File: src/rtl/jedro_1_rf_sequencer_pkg.sv
// Shared encodings and default widths for the jedro_1 register-file sequencer.
// Pure declarations: no logic, no latency, no backpressure.
package jedro_1_pkg;

  localparam int DATA_WIDTH_DEF   = 32;
  localparam int ADDR_WIDTH_DEF   = 5;
  localparam int STARVE_LIMIT_DEF = 4;

  localparam logic [2:0] ST_IDLE = 3'd0;
  localparam logic [2:0] ST_WR   = 3'd1;
  localparam logic [2:0] ST_RS1  = 3'd2;
  localparam logic [2:0] ST_RS2  = 3'd3;
  localparam logic [2:0] ST_RCAP = 3'd4;
  localparam logic [2:0] ST_RSP  = 3'd5;

  typedef enum logic [2:0] {
    S_IDLE = ST_IDLE,
    S_WR   = ST_WR,
    S_RS1  = ST_RS1,
    S_RS2  = ST_RS2,
    S_RCAP = ST_RCAP,
    S_RSP  = ST_RSP
  } seq_state_e;

  // Counter wide enough to hold STARVE_LIMIT, never zero-width.
  function automatic int starve_cnt_width(input int limit);
    return $clog2(limit + 2);
  endfunction

endpackage

File: src/rtl/jedro_1_rf_sequencer_if.sv
// Bundle of the read-request, read-response, write-request and regfile-port signals.
// master = requesters/regfile side, slave = sequencer side.
interface jedro_1_rf_sequencer_if
  import jedro_1_pkg::*;
#(
  parameter int DATA_WIDTH = DATA_WIDTH_DEF,
  parameter int ADDR_WIDTH = ADDR_WIDTH_DEF
) ();

  logic                  rreq_valid;
  logic                  rreq_ready;
  logic [ADDR_WIDTH-1:0] rs1_addr;
  logic [ADDR_WIDTH-1:0] rs2_addr;

  logic                  rrsp_valid;
  logic                  rrsp_ready;
  logic [DATA_WIDTH-1:0] rs1_data;
  logic [DATA_WIDTH-1:0] rs2_data;

  logic                  wreq_valid;
  logic                  wreq_ready;
  logic [ADDR_WIDTH-1:0] wreq_addr;
  logic [DATA_WIDTH-1:0] wreq_data;

  logic [ADDR_WIDTH-1:0] rf_addr;
  logic [DATA_WIDTH-1:0] rf_data;
  logic                  rf_we;
  logic [DATA_WIDTH-1:0] rf_rdata;

  modport master (
    output rreq_valid, rs1_addr, rs2_addr, rrsp_ready,
    output wreq_valid, wreq_addr, wreq_data, rf_rdata,
    input  rreq_ready, rrsp_valid, rs1_data, rs2_data,
    input  wreq_ready, rf_addr, rf_data, rf_we
  );

  modport slave (
    input  rreq_valid, rs1_addr, rs2_addr, rrsp_ready,
    input  wreq_valid, wreq_addr, wreq_data, rf_rdata,
    output rreq_ready, rrsp_valid, rs1_data, rs2_data,
    output wreq_ready, rf_addr, rf_data, rf_we
  );

endinterface

File: src/rtl/jedro_1_rf_arb.sv
// Read/write arbiter: write wins ties until a waiting read has lost STARVE_LIMIT times.
// Readies are combinational (0 cycles) and only ever high while the sequencer is idle.
module jedro_1_rf_arb
  import jedro_1_pkg::*;
#(
  parameter int STARVE_LIMIT = STARVE_LIMIT_DEF
) (
  input  logic clk_i,
  input  logic rst_i,
  input  logic idle_i,
  input  logic rreq_valid_i,
  input  logic wreq_valid_i,
  output logic rreq_ready_o,
  output logic wreq_ready_o
);

  localparam int CW = starve_cnt_width(STARVE_LIMIT);

  logic [CW-1:0] starve_cnt_q;
  logic          starved;

  assign starved = (starve_cnt_q == CW'(STARVE_LIMIT));

  always_comb begin
    rreq_ready_o = 1'b0;
    wreq_ready_o = 1'b0;
    if (idle_i && !rst_i) begin
      rreq_ready_o = rreq_valid_i && (!wreq_valid_i || starved);
      wreq_ready_o = wreq_valid_i && !rreq_ready_o;
    end
  end

  // Only idle cycles are arbitration points; busy cycles leave the count alone.
  always_ff @(posedge clk_i) begin
    if (rst_i) begin
      starve_cnt_q <= '0;
    end else if (idle_i) begin
      if (rreq_ready_o || !rreq_valid_i) begin
        starve_cnt_q <= '0;
      end else if (wreq_ready_o && !starved) begin
        starve_cnt_q <= starve_cnt_q + CW'(1);
      end
    end
  end

endmodule

File: src/rtl/jedro_1_rf_sequencer.sv
// Shares the single regfile port between an rs1/rs2 operand reader and a writeback port.
// Write: 2-cycle occupancy. Read: response 4 cycles after accept, held until rrsp_ready.
module jedro_1_rf_sequencer
  import jedro_1_pkg::*;
#(
  parameter int DATA_WIDTH   = DATA_WIDTH_DEF,
  parameter int ADDR_WIDTH   = ADDR_WIDTH_DEF,
  parameter int STARVE_LIMIT = STARVE_LIMIT_DEF
) (
  input logic                   clk_i,
  input logic                   rst_i,
  jedro_1_rf_sequencer_if.slave rf_if
);

  seq_state_e            state_q;
  logic [ADDR_WIDTH-1:0] rs1_addr_q;
  logic [ADDR_WIDTH-1:0] rs2_addr_q;
  logic [ADDR_WIDTH-1:0] wr_addr_q;
  logic [DATA_WIDTH-1:0] wr_data_q;
  logic [DATA_WIDTH-1:0] rs1_data_q;
  logic [DATA_WIDTH-1:0] rs2_data_q;

  logic idle;
  logic rreq_ready;
  logic wreq_ready;
  logic rd_acc;
  logic wr_acc;

  assign idle = (state_q == S_IDLE);

  jedro_1_rf_arb #(
    .STARVE_LIMIT(STARVE_LIMIT)
  ) u_arb (
    .clk_i       (clk_i),
    .rst_i       (rst_i),
    .idle_i      (idle),
    .rreq_valid_i(rf_if.rreq_valid),
    .wreq_valid_i(rf_if.wreq_valid),
    .rreq_ready_o(rreq_ready),
    .wreq_ready_o(wreq_ready)
  );

  assign rf_if.rreq_ready = rreq_ready;
  assign rf_if.wreq_ready = wreq_ready;
  assign rd_acc = rf_if.rreq_valid && rreq_ready;
  assign wr_acc = rf_if.wreq_valid && wreq_ready;

  // rf_rdata lags rf_addr by one cycle: rs1 lands during RS2, rs2 during RCAP.
  always_ff @(posedge clk_i) begin
    if (rst_i) begin
      state_q    <= S_IDLE;
      rs1_addr_q <= '0;
      rs2_addr_q <= '0;
      wr_addr_q  <= '0;
      wr_data_q  <= '0;
      rs1_data_q <= '0;
      rs2_data_q <= '0;
    end else begin
      case (state_q)
        S_IDLE: begin
          if (rd_acc) begin
            rs1_addr_q <= rf_if.rs1_addr;
            rs2_addr_q <= rf_if.rs2_addr;
            state_q    <= S_RS1;
          end else if (wr_acc) begin
            wr_addr_q <= rf_if.wreq_addr;
            wr_data_q <= rf_if.wreq_data;
            state_q   <= S_WR;
          end
        end
        S_WR:  state_q <= S_IDLE;
        S_RS1: state_q <= S_RS2;
        S_RS2: begin
          rs1_data_q <= rf_if.rf_rdata;
          state_q    <= S_RCAP;
        end
        S_RCAP: begin
          rs2_data_q <= rf_if.rf_rdata;
          state_q    <= S_RSP;
        end
        S_RSP: begin
          if (rf_if.rrsp_ready) begin
            state_q <= S_IDLE;
          end
        end
        default: state_q <= S_IDLE;
      endcase
    end
  end

  assign rf_if.rrsp_valid = (state_q == S_RSP);
  assign rf_if.rs1_data   = rs1_data_q;
  assign rf_if.rs2_data   = rs2_data_q;

  // x0 writes still spend the WR cycle but never strobe the regfile.
  assign rf_if.rf_we = (state_q == S_WR) && !rst_i && (wr_addr_q != '0);

  always_comb begin
    rf_if.rf_addr = '0;
    rf_if.rf_data = '0;
    case (state_q)
      S_WR: begin
        rf_if.rf_addr = wr_addr_q;
        rf_if.rf_data = wr_data_q;
      end
      S_RS1:   rf_if.rf_addr = rs1_addr_q;
      S_RS2:   rf_if.rf_addr = rs2_addr_q;
      default: rf_if.rf_addr = '0;
    endcase
  end

endmodule

File: src/flat_wrapper.sv
// flat-port wrapper written by rule: the top's interface ports become plain ports
module jedro_1_rf_sequencer_flat import jedro_1_pkg::*;
#(
  parameter int DATA_WIDTH   = DATA_WIDTH_DEF,
  parameter int ADDR_WIDTH   = ADDR_WIDTH_DEF,
  parameter int STARVE_LIMIT = STARVE_LIMIT_DEF
)
  (clk_i, rst_i, rf_if_rreq_valid, rf_if_rs1_addr, rf_if_rs2_addr, rf_if_rrsp_ready, rf_if_wreq_valid, rf_if_wreq_addr, rf_if_wreq_data, rf_if_rf_rdata, rf_if_rreq_ready, rf_if_rrsp_valid, rf_if_rs1_data, rf_if_rs2_data, rf_if_wreq_ready, rf_if_rf_addr, rf_if_rf_data, rf_if_rf_we);
  jedro_1_rf_sequencer_if #(.DATA_WIDTH(DATA_WIDTH), .ADDR_WIDTH(ADDR_WIDTH)) rf_if_i ();
  input logic clk_i;
  input logic rst_i;
  input wire logic [$bits(rf_if_i.rreq_valid)-1:0] rf_if_rreq_valid;
  input wire logic [$bits(rf_if_i.rs1_addr)-1:0] rf_if_rs1_addr;
  input wire logic [$bits(rf_if_i.rs2_addr)-1:0] rf_if_rs2_addr;
  input wire logic [$bits(rf_if_i.rrsp_ready)-1:0] rf_if_rrsp_ready;
  input wire logic [$bits(rf_if_i.wreq_valid)-1:0] rf_if_wreq_valid;
  input wire logic [$bits(rf_if_i.wreq_addr)-1:0] rf_if_wreq_addr;
  input wire logic [$bits(rf_if_i.wreq_data)-1:0] rf_if_wreq_data;
  input wire logic [$bits(rf_if_i.rf_rdata)-1:0] rf_if_rf_rdata;
  output wire logic [$bits(rf_if_i.rreq_ready)-1:0] rf_if_rreq_ready;
  output wire logic [$bits(rf_if_i.rrsp_valid)-1:0] rf_if_rrsp_valid;
  output wire logic [$bits(rf_if_i.rs1_data)-1:0] rf_if_rs1_data;
  output wire logic [$bits(rf_if_i.rs2_data)-1:0] rf_if_rs2_data;
  output wire logic [$bits(rf_if_i.wreq_ready)-1:0] rf_if_wreq_ready;
  output wire logic [$bits(rf_if_i.rf_addr)-1:0] rf_if_rf_addr;
  output wire logic [$bits(rf_if_i.rf_data)-1:0] rf_if_rf_data;
  output wire logic [$bits(rf_if_i.rf_we)-1:0] rf_if_rf_we;
  assign rf_if_i.rreq_valid = rf_if_rreq_valid;
  assign rf_if_i.rs1_addr = rf_if_rs1_addr;
  assign rf_if_i.rs2_addr = rf_if_rs2_addr;
  assign rf_if_i.rrsp_ready = rf_if_rrsp_ready;
  assign rf_if_i.wreq_valid = rf_if_wreq_valid;
  assign rf_if_i.wreq_addr = rf_if_wreq_addr;
  assign rf_if_i.wreq_data = rf_if_wreq_data;
  assign rf_if_i.rf_rdata = rf_if_rf_rdata;
  assign rf_if_rreq_ready = rf_if_i.rreq_ready;
  assign rf_if_rrsp_valid = rf_if_i.rrsp_valid;
  assign rf_if_rs1_data = rf_if_i.rs1_data;
  assign rf_if_rs2_data = rf_if_i.rs2_data;
  assign rf_if_wreq_ready = rf_if_i.wreq_ready;
  assign rf_if_rf_addr = rf_if_i.rf_addr;
  assign rf_if_rf_data = rf_if_i.rf_data;
  assign rf_if_rf_we = rf_if_i.rf_we;
  jedro_1_rf_sequencer #(.DATA_WIDTH(DATA_WIDTH), .ADDR_WIDTH(ADDR_WIDTH), .STARVE_LIMIT(STARVE_LIMIT)) u_core (.clk_i(clk_i), .rst_i(rst_i), .rf_if(rf_if_i));
endmodule
File: config.mk
export PLATFORM = sky130hd
export DESIGN_NAME = jedro_1_rf_sequencer_flat
export DESIGN_NICKNAME = d
export VERILOG_FILES = /design/src/rtl/jedro_1_rf_sequencer_pkg.sv /design/src/rtl/jedro_1_rf_sequencer_if.sv /design/src/rtl/jedro_1_rf_arb.sv /design/src/rtl/jedro_1_rf_sequencer.sv /design/src/flat_wrapper.sv
export SDC_FILE = /design/constraint.sdc
export NUM_CORES = 1
export LEC_CHECK = 0
export CAP_MARGIN = 15
export CORE_ASPECT_RATIO = 0.5
export CORE_MARGIN = 2
export CORE_UTILIZATION = 30
export CTS_CLUSTER_DIAMETER = 120
export DETAILED_ROUTE_END_ITERATION = 16
export PLACE_DENSITY = 0.7
export SYNTH_ARGS = -nofsm -noshare
export SYNTH_HDL_FRONTEND = slang
export SYNTH_SLANG_ARGS = --single-unit
File: constraint.sdc
create_clock -name clk_i -period 4.35 [get_ports clk_i]
set_clock_uncertainty 0.15 [all_clocks]
set_input_delay 0.87 -clock clk_i [delete_from_list [all_inputs] [get_ports clk_i]]
set_output_delay 0.87 -clock clk_i [all_outputs]
set_load 0.1 [all_outputs]
; ---- Yosys cells after proc, flatten, opt, wreduce, memory -nomap -nowiden
; Cells that the tools add are included.
[classes]
n_mux = 10
eq_ne = 8
reduce_logical = 22
n_addsub = 1
bitwise_logic = 1
[op_table]
columns = cell, count
row1 = 2-to-1 mux 32 bit, 1
row2 = 2-to-1 mux 3 bit, 5
row3 = one-hot mux 3 bit (5 select lines), 1
row4 = one-hot mux 5 bit (3 select lines), 1
row5 = "== test 3 bit, second input constant", 3
row6 = logical AND 1 bit, 8
row7 = "== test 3 x 2 -> 1 bit, second input constant", 2
row8 = AND reduction 2 bit, 3
row9 = zero test 1 bit, 5
row10 = nonzero test 5 bit, 1
row11 = "adder 3 x 1 -> 3 bit, second input constant", 1
row12 = "== test 3 x 1 -> 1 bit, second input constant", 1
row13 = zero test 3 bit, 1
row14 = "!= test 3 x 1 -> 1 bit, second input constant", 1
row15 = AND reduction 3 bit, 1
row16 = logical OR 1 bit, 2
row17 = 2-to-1 mux 1 bit, 2
row18 = "!= test 2 bit, second input constant", 1
row19 = nonzero test 2 bit, 1
row20 = inverter 1 bit, 1
[totals]
regBits = 117
wordCells = 50
out_inout_bits = 105

; ---- Logic depth before layout (Yosys ltp)
; Gate-level depths: netlist of the first run.
[depth]
word_depth = 10
mapped_depth = 7
ltp_nobuf = 5

; ---- Hierarchy
; Synthesis of the first run repeated with hierarchy kept, for this count alone.
[unflattened]
hier_cells = 583
area_unflattened_um2 = 5078.6
[by_module_without_submodules]
columns = mod, n_inst, cells_each, area_each_um2
row1 = jedro_1_rf_sequencer, 1, 561, 4888.4
row2 = jedro_1_rf_arb, 1, 22, 190.2

; ---- Worst setup path before layout of the first run
; Ideal clock, no wire load.
[synth_timing]
kind = input -> output
from = input rf_if_rreq_valid
to = output rf_if_rreq_ready
arrival_time_ns = 4.344
path_slack_ns = -1.014
stages = 4
path_cell_list = clkbuf_1 inv_1 clkbuf_1 nor4_1
[synth_between]
elab_chain_len = 2
[synth_lines]
columns = element, line
row1 = start: declaration, flat_wrapper.sv:12  ; input wire logic [$bits(rf_if_i.rreq_valid)-1:0] rf_if_rreq_valid;
row2 = logical AND 1 bit, jedro_1_rf_arb.sv:28  ; rreq_ready_o = rreq_valid_i && (!wreq_valid_i || starved);
row3 = 2-to-1 mux 1 bit, jedro_1_rf_arb.sv:27  ; if (idle_i && !rst_i) begin
row4 = end: declaration, flat_wrapper.sv:20  ; output wire logic [$bits(rf_if_i.rreq_ready)-1:0] rf_if_rreq_ready;
; Every way passes these cells.

; ---- Final worst setup path of the first run
; Same ends and word-level chain as after synthesis.

==> metrics.yaml, run 1 <==
outcome:
  outcome: "complete, no violations"
sta:
  max_slew.worst_pin.slew_ns: 1.06
  finalHoldViolCount: 0
  tns_ns: 0
  period_needed_ns: 3.45
  rsz0062_at_grt: "false"
  slew_headroom: 0.285
  finalWorstSetupSlack_ns: 0.901
  timing.final.setup_violations: 0
  finalCritPeriodShare: 0.793
  maxSlewViolCount: 0
  timing.fmax_mhz: 290
finish:
  syn_to_layout_area_delta_pct: 51.8
  fillerInstances: 1486
  area.sequential_sq_mm: 0.00234
  insertedDiodeCount: 0
  design.final.nets: 806
  utilization: 0.474
  drive_gt1_frac: 0.177
  layout_common_cells: "sky130_fd_sc_hd__clkdlybuf4s50_1 (146), sky130_fd_sc_hd__nand2_1 (132), sky130_fd_sc_hd__dfxtp_1 (117)"
  layout.cell_area.non_filler_sq_mm: 0.00742
  multiInputGateArea_sq_mm: 0.00233
  most_frequent_standard_cell_in_the_layout_excluding_fill_and_tap_cells: "sky130_fd_sc_hd__clkdlybuf4s50_1"
worst_setup_path:
  crit_slowest_cell: "sky130_fd_sc_hd__clkdlybuf4s50_1"
  worstSetupStartpointType: "input pin"
  cpPeakStageDelay_ns: 0.46
  worstPathArrival_ns: 2.43
  critical_path_class: "input pin to output port"
  critical_path_peak_fanout: 18
  crit_path_end_kind: "output port"
  cell_chain_critical_path: "clkdlybuf4s50_1 > buf_4 > inv_1 > nor4_2 > buf_12"
  worstPathRequired_ns: 3.33
synthesis:
  postSynthRegisterBits: 117
  synth.distinct_cells: 36
  synth_top_cells_by_area: "sky130_fd_sc_hd__dfxtp_1 (48%), sky130_fd_sc_hd__nand2_1 (10%), sky130_fd_sc_hd__a21oi_1 (8.1%)"
  syn_area_sq_mm: 0.00489
  synth.yosys.seq_area_share: 0.479
  syn-instance-count: 553
  area_share_of_the_leading_cell_type_in_the_synthesized_netlist: 0.479
  avgSynthCellArea_sq_um: 8.84
  synth.net_count: 639
  synth_warnings: 0
  library_cell_with_the_largest_summed_area_after_synthesis: "sky130_fd_sc_hd__dfxtp_1"
place:
  numPortBuffers: 188
  placement.setup.worst_slack_ns: 0.916
  finalWeightedCongestion: 0.802
  dp.final_hpwl_um: 8960
  placedInstanceArea_sq_mm: 0.00682
cts:
  ctsResizeCount: 0
  insertion_delay_ns: 0.40
  cts_tree: "built"
  post_cts_buffers: 0
  tritoncts.num_buffers: 17
  clock-root-buffer: "sky130_fd_sc_hd__clkbuf_16"
  cts.reportedPaths.clkPinSlew_ns: 0.05
  clkSinkCount: 117
  clock_path_buffers: 2
  cts.htree.levels: 4
  cts_hold_buffers: 0
die:
  die_area_sq_mm: 0.0174
  design.core.area_sq_mm: 0.0157
  floorplan.die.height_um: 94.3
  rows: 32
  die-width_um: 185
  boundaryPins: 189
  initial_utilization: 0.312
drt:
  routed-via-count: 4307
  route.detailed.vias_per_inst: 4.51
  initialDrtViolationCount: 178
  routedWlPerCell_um: 14.1
  drc: 0
  postRouteAntennaNets: 0
  dr.pass1.iters: 4
  drt_wirelength_um: 13400
grt:
  grt_max_degree: 81
  globalRouteTotalUtil: 0.152
  grt_pass1_vias: 4229
  grt_remaining_overflow: 0
  grt_first_pass_wirelength_um: 20700
  antenna_found_initial: 0
power_and_ir_drop:
  vdd_drop_max_mv: 0.282
  power_per_cell_area_mw_per_mm2: 406
  power.static_leakage_nw: 2.77
  total_power_mw: 3.02
flow_run:
  cap_viol_max_count: 0
hold_path:
  holdCritPathClass: "flop to flop"
path summary, 6_finish.rpt:
path                             startpoint                         to  slack, ns  depth (start not counted)
setup reg to reg          u_core.state_q[2]       u_core.wr_data_q[11]       1.71                          4
hold / removal    u_core.rf_if.rs2_data[12]  u_core.rf_if.rs2_data[12]       0.30                          2
setup / recovery           rf_if_rreq_valid           rf_if_rreq_ready       0.90                          5
hold reg to reg   u_core.rf_if.rs2_data[12]  u_core.rf_if.rs2_data[12]       0.30                          2
synth_stat cells:
cell type / instances
sky130_fd_sc_hd__nand4_1: 13
sky130_fd_sc_hd__nand2b_1: 1
sky130_fd_sc_hd__buf_12: 2
sky130_fd_sc_hd__or4b_1: 1
sky130_fd_sc_hd__a21boi_1: 1
sky130_fd_sc_hd__nand3b_1: 1
sky130_fd_sc_hd__nand2_1: 132
sky130_fd_sc_hd__o31ai_1: 10
sky130_fd_sc_hd__buf_4: 1
sky130_fd_sc_hd__dfxtp_1: 117
sky130_fd_sc_hd__a31oi_1: 1
sky130_fd_sc_hd__a21bo_2: 1
sky130_fd_sc_hd__a221o_1: 1
sky130_fd_sc_hd__buf_1: 2
sky130_fd_sc_hd__inv_1: 3
sky130_fd_sc_hd__nand4b_1: 1
sky130_fd_sc_hd__a22oi_1: 5
sky130_fd_sc_hd__or3b_2: 1
sky130_fd_sc_hd__or4_1: 1
sky130_fd_sc_hd__a211oi_2: 1
sky130_fd_sc_hd__nor2b_1: 41
sky130_fd_sc_hd__or3_1: 1
sky130_fd_sc_hd__nor3b_1: 2
sky130_fd_sc_hd__and2_1: 33
sky130_fd_sc_hd__and3b_1: 1
sky130_fd_sc_hd__buf_6: 2
sky130_fd_sc_hd__ha_1: 2
sky130_fd_sc_hd__nor4_1: 2
sky130_fd_sc_hd__a2111oi_0: 1
sky130_fd_sc_hd__mux2_4: 19
sky130_fd_sc_hd__nor3_1: 3
sky130_fd_sc_hd__nor2_1: 7
sky130_fd_sc_hd__mux2_2: 23
sky130_fd_sc_hd__clkbuf_1: 40
sky130_fd_sc_hd__a21oi_1: 79
sky130_fd_sc_hd__buf_2: 1
power by group:
group / total [mW] / internal (mW) / switching [mW]
clock: 1.41 / 0.914 / 0.492
combinational: 0.463 / 0.178 / 0.285
sequential: 1.15 / 1.12 / 0.0297
state kept, by name, indices dropped and copies added (netlist names):
signal and flops:
u_core.rf_if.rs1_data 32, u_core.u_arb.starve_cnt_q 3, u_core.rs2_addr_q 5, u_core.rf_if.rs2_data 32, u_core.rs1_addr_q 5, u_core.wr_data_q 32
u_core.wr_addr_q 5, u_core.state_q 3
logic make-up (layout without fill, tap and decap cells):
family,Yosys count,after routing,synth area share
AOI/OAI and AO/OA,100,100,0.115
adders and majority gates,2,2,0.00512
buffers and inverters,51,231,0.0499
DFF,117,117,0.479
muxes,42,42,0.111
and+or+nand+nor,241,241,0.240
stage by stage:
stage / hold WS, ns / instances
after floorplan: 0.295 / 553
after global placement: 0.291 / 922
after detailed placement: 0.297 / 922
after CTS: 0.305 / 954
after global routing: 0.319 / 954
final: 0.303 / 954
metal layers:
metal	global-route usage	part of all wire	up-vias	routed length, um
met3	0.0430	0.042	10	557
met4	0.0493	0.011	0	146
met5	0	0	-	0
li1	-	-	2175	-
met2	0.270	0.51	96	6870
met1	0.179	0.44	2026	5840
worst max-delay path, delay by kind of cell:
family                 cells  cell delay (ns)
AND/OR/NAND/NOR            1             0.44
buffers and inverters      4             1.11
area by class of cell:
type / instances / share of cell area
inverters: 3 / 0.00152
well taps: 221 / 0.0373
repair buffers: 196 / 0.251
clock inverters: 13 / 0.0211
flip-flops and latches: 117 / 0.316
multi-input cells: 385 / 0.314
clock buffers: 19 / 0.0597
(Power assumes the default switching activity.)
==> run 2, diff against run 1 <==
==> constraint.sdc (replaced) <==
create_clock -name clk_i -period 3.6 [get_ports clk_i]
set_clock_uncertainty 0.15 [all_clocks]
set_input_delay 0.72 -clock clk_i [delete_from_list [all_inputs] [get_ports clk_i]]
set_output_delay 0.72 -clock clk_i [all_outputs]
set_load 0.1 [all_outputs]
==> run 2 against run 1 <==
  * Routed wire length rose by 4.0%
  * Via count increased by 2.3%
  * Combinational power up 32%
  * First-iteration DRC count up 33%
  * Critical endpoint is now rf_if_wreq_ready
  * Clock-buffer cell count shrank 1
  * Sequential cell count did not move
  * Setup slack got worse by 0.47 ns
  * Register-to-register slack lost 0.54 ns
  * Sequential share of layout area fell by 1.7 points
==> metrics.yaml, run 2 (synthesis results as in run 1) <==
outcome:
  outcome: "complete, no violations"
die:
  die_area_sq_mm: 0.0174  # unchanged
  floorplan.die.height_um: 94.3  # unchanged
  design.core.area_sq_mm: 0.0157  # unchanged
  initial_utilization: 0.312  # unchanged
  die-width_um: 185  # unchanged
  rows: 32  # unchanged
  boundaryPins: 189  # unchanged
finish:
  drive_gt1_frac: 0.210  # +0.0322
  insertedDiodeCount: 0  # unchanged
  fillerInstances: 1472  # -0.94%
  area.sequential_sq_mm: 0.00234  # unchanged
  syn_to_layout_area_delta_pct: 60.2
  most_frequent_standard_cell_in_the_layout_excluding_fill_and_tap_cells: "sky130_fd_sc_hd__nand2_1"
  layout_common_cells: "sky130_fd_sc_hd__nand2_1 (132), sky130_fd_sc_hd__clkdlybuf4s50_1 (125), sky130_fd_sc_hd__dfxtp_1 (117)"
  design.final.nets: 808  # +0.25%
  multiInputGateArea_sq_mm: 0.00233  # unchanged
hold_path:
  holdCritPathClass: "flop to flop"
cts:
  cts.htree.levels: 4  # unchanged
  post_cts_buffers: 0  # unchanged
  clock_path_buffers: 2  # unchanged
  cts_tree: "built"
  tritoncts.num_buffers: 17  # unchanged
  cts.reportedPaths.clkPinSlew_ns: 0.05  # about the same
  clkSinkCount: 117  # unchanged
  cts_hold_buffers: 0  # unchanged
  insertion_delay_ns: 0.40  # about the same
  ctsResizeCount: 0  # unchanged
  clock-root-buffer: "sky130_fd_sc_hd__clkbuf_16"
power_and_ir_drop:
  power_per_cell_area_mw_per_mm2: 476  # +17%
  vdd_drop_max_mv: 0.282  # -0.13%
  power.static_leakage_nw: 2.92  # +5.2%
worst_setup_path:
  crit_path_end_kind: "output port"
  worstPathRequired_ns: 2.73  # -0.60 ns
  critical_path_peak_fanout: 4  # -14
  cell_chain_critical_path: "clkdlybuf4s50_1 > or4b_1 > a211oi_4 > buf_12"
  worstPathArrival_ns: 2.30  # -0.13 ns
  worstSetupStartpointType: "input pin"
  path_delay_family: "buffers and inverters"
  crit_buf_inv: 2  # -2
  critical_path_class: "input pin to output port"
  crit_slowest_cell: "sky130_fd_sc_hd__clkdlybuf4s50_1"
  cpPeakStageDelay_ns: 0.51  # +0.05 ns
sta:
  maxSlewViolCount: 0  # unchanged
  finalHoldViolCount: 0  # unchanged
  finalCritPeriodShare: 0.880
  period_needed_ns: 3.17
  slew_headroom: 0.325  # +0.0408
  timing.final.setup_violations: 0  # unchanged
  hold-worst-slack_ns: 0.301  # -0.00124 ns
  tns_ns: 0  # unchanged
  timing.fmax_mhz: 316
  max_slew.worst_pin.slew_ns: 1.01  # -0.0561 ns
  rsz0062_at_grt: "false"
drt:
  routed-via-count: 4408  # +2.3%
  route.met2.wl_um: 6810  # -0.82%
  met1Wirelength_um: 6110  # +4.7%
  route.detailed.vias_per_inst: 4.61  # +2.1%
  drt_wirelength_um: 13900  # +4.0%
  postRouteAntennaNets: 0  # unchanged
  met3_length_um: 667  # +20%
  drc: 0  # unchanged
  top_layer_used: "met4"
  routedWlPerCell_um: 14.6  # +3.8%
  initialDrtViolationCount: 236  # +33%
  dr.pass1.iters: 4  # unchanged
grt:
  grt_first_pass_wirelength_um: 21800  # +5.0%
  grt_max_degree: 81  # unchanged
  globalRouteTotalUtil: 0.161  # +0.00829
  antenna_found_initial: 0  # unchanged
  grt_pass1_vias: 4358  # +3.1%
  grt_remaining_overflow: 0  # unchanged
flow_run:
  cap_viol_max_count: 0  # unchanged
place:
  numPortBuffers: 188  # unchanged
  finalWeightedCongestion: 0.792  # -1.3%
  dp.final_hpwl_um: 9270  # +3.4%
-- run 2: changes by cell type in the layout (fill, tap and decap cells not counted) --
cell / before / now
sky130_fd_sc_hd__inv_6: 1 / 2
sky130_fd_sc_hd__clkinv_2: 5 / 1
sky130_fd_sc_hd__buf_4: 48 / 35
sky130_fd_sc_hd__clkdlybuf4s50_1: 146 / 125
sky130_fd_sc_hd__buf_2: 0 / 1
sky130_fd_sc_hd__clkinv_4: 2 / 4
sky130_fd_sc_hd__clkbuf_1: 1 / 0
sky130_fd_sc_hd__clkinvlp_4: 2 / 4
sky130_fd_sc_hd__buf_12: 2 / 37
-- run 2: cell type report --
cell class              instances  share of cell area
clock buffers                  18              0.0560
clock inverters                14              0.0227
inverters                       3             0.00144
multi-input cells             385               0.297
flip-flops and latches        117               0.299
well taps                     221              0.0353
repair buffers                198               0.288
-- run 2: stage by stage --
step | utilization | std cells | area [sq um] | setup WS (ns) | power, mW
finish | 0.501 | 956 | 7840 | 0.433 | 3.73
global route | 0.501 | 956 | 7840 | 0.274 | 3.89
CTS | 0.500 | 955 | 7830 | 0.412 | 3.78
detailed placement | 0.461 | 923 | 7220 | 0.420 | 2.02
global placement | 0.461 | 923 | 7220 | 0.431 | 2.01
floorplan | - | 553 | 4900 | -0.311 | 1.79
-- run 2: final timing paths --
check,slack (ns),endpoint,depth (start not counted),startpoint
worst max register to register,1.17,u_core.wr_data_q[5],4,u_core.state_q[2]
worst max-delay path,0.43,rf_if_wreq_ready,4,rf_if_wreq_valid
worst min register to register,0.30,u_core.rf_if.rs2_data[6],2,u_core.rf_if.rs2_data[6]
worst min-delay path,0.30,u_core.rf_if.rs2_data[6],2,u_core.rf_if.rs2_data[6]
-- run 2: routing by layer --
layer | vias to the layer above | GRT usage
li1 | 2185 | -
met4 | 0 | 0.0727
met1 | 2074 | 0.189
met2 | 124 | 0.281
met5 | - | 0
met3 | 25 | 0.0376
-- run 2: worst min-delay path: cells and delay by family (launching register included) --
family,cells,cell delay (ns)
flip-flops,1,0.30
AND/OR/NAND/NOR,1,0.05
AO/OA/AOI/OAI,1,0.05
-- run 2: where the power goes --
| group | internal (mW) | leakage (nW) | switching (mW) |
|---|---|---|---|
| sequential | 1.35 | 0.950 | 0.0301 |
| clock | 1.11 | 0.289 | 0.632 |
| combinational | 0.248 | 1.68 | 0.361 |
| total | 2.71 | 2.92 | 1.02 |
==> run 3, diff against run 2 <==
--- a/config.mk
+++ b/config.mk
@@ -12,6 +12,7 @@
 export CTS_CLUSTER_DIAMETER = 120
 export DETAILED_ROUTE_END_ITERATION = 16
 export PLACE_DENSITY = 0.7
+export SLEW_MARGIN = 0
 export SYNTH_ARGS = -nofsm -noshare
 export SYNTH_HDL_FRONTEND = slang
 export SYNTH_SLANG_ARGS = --single-unit
==> results of run 3 <==
No change in the layout: final DEF, timing and power equal those of run 2.
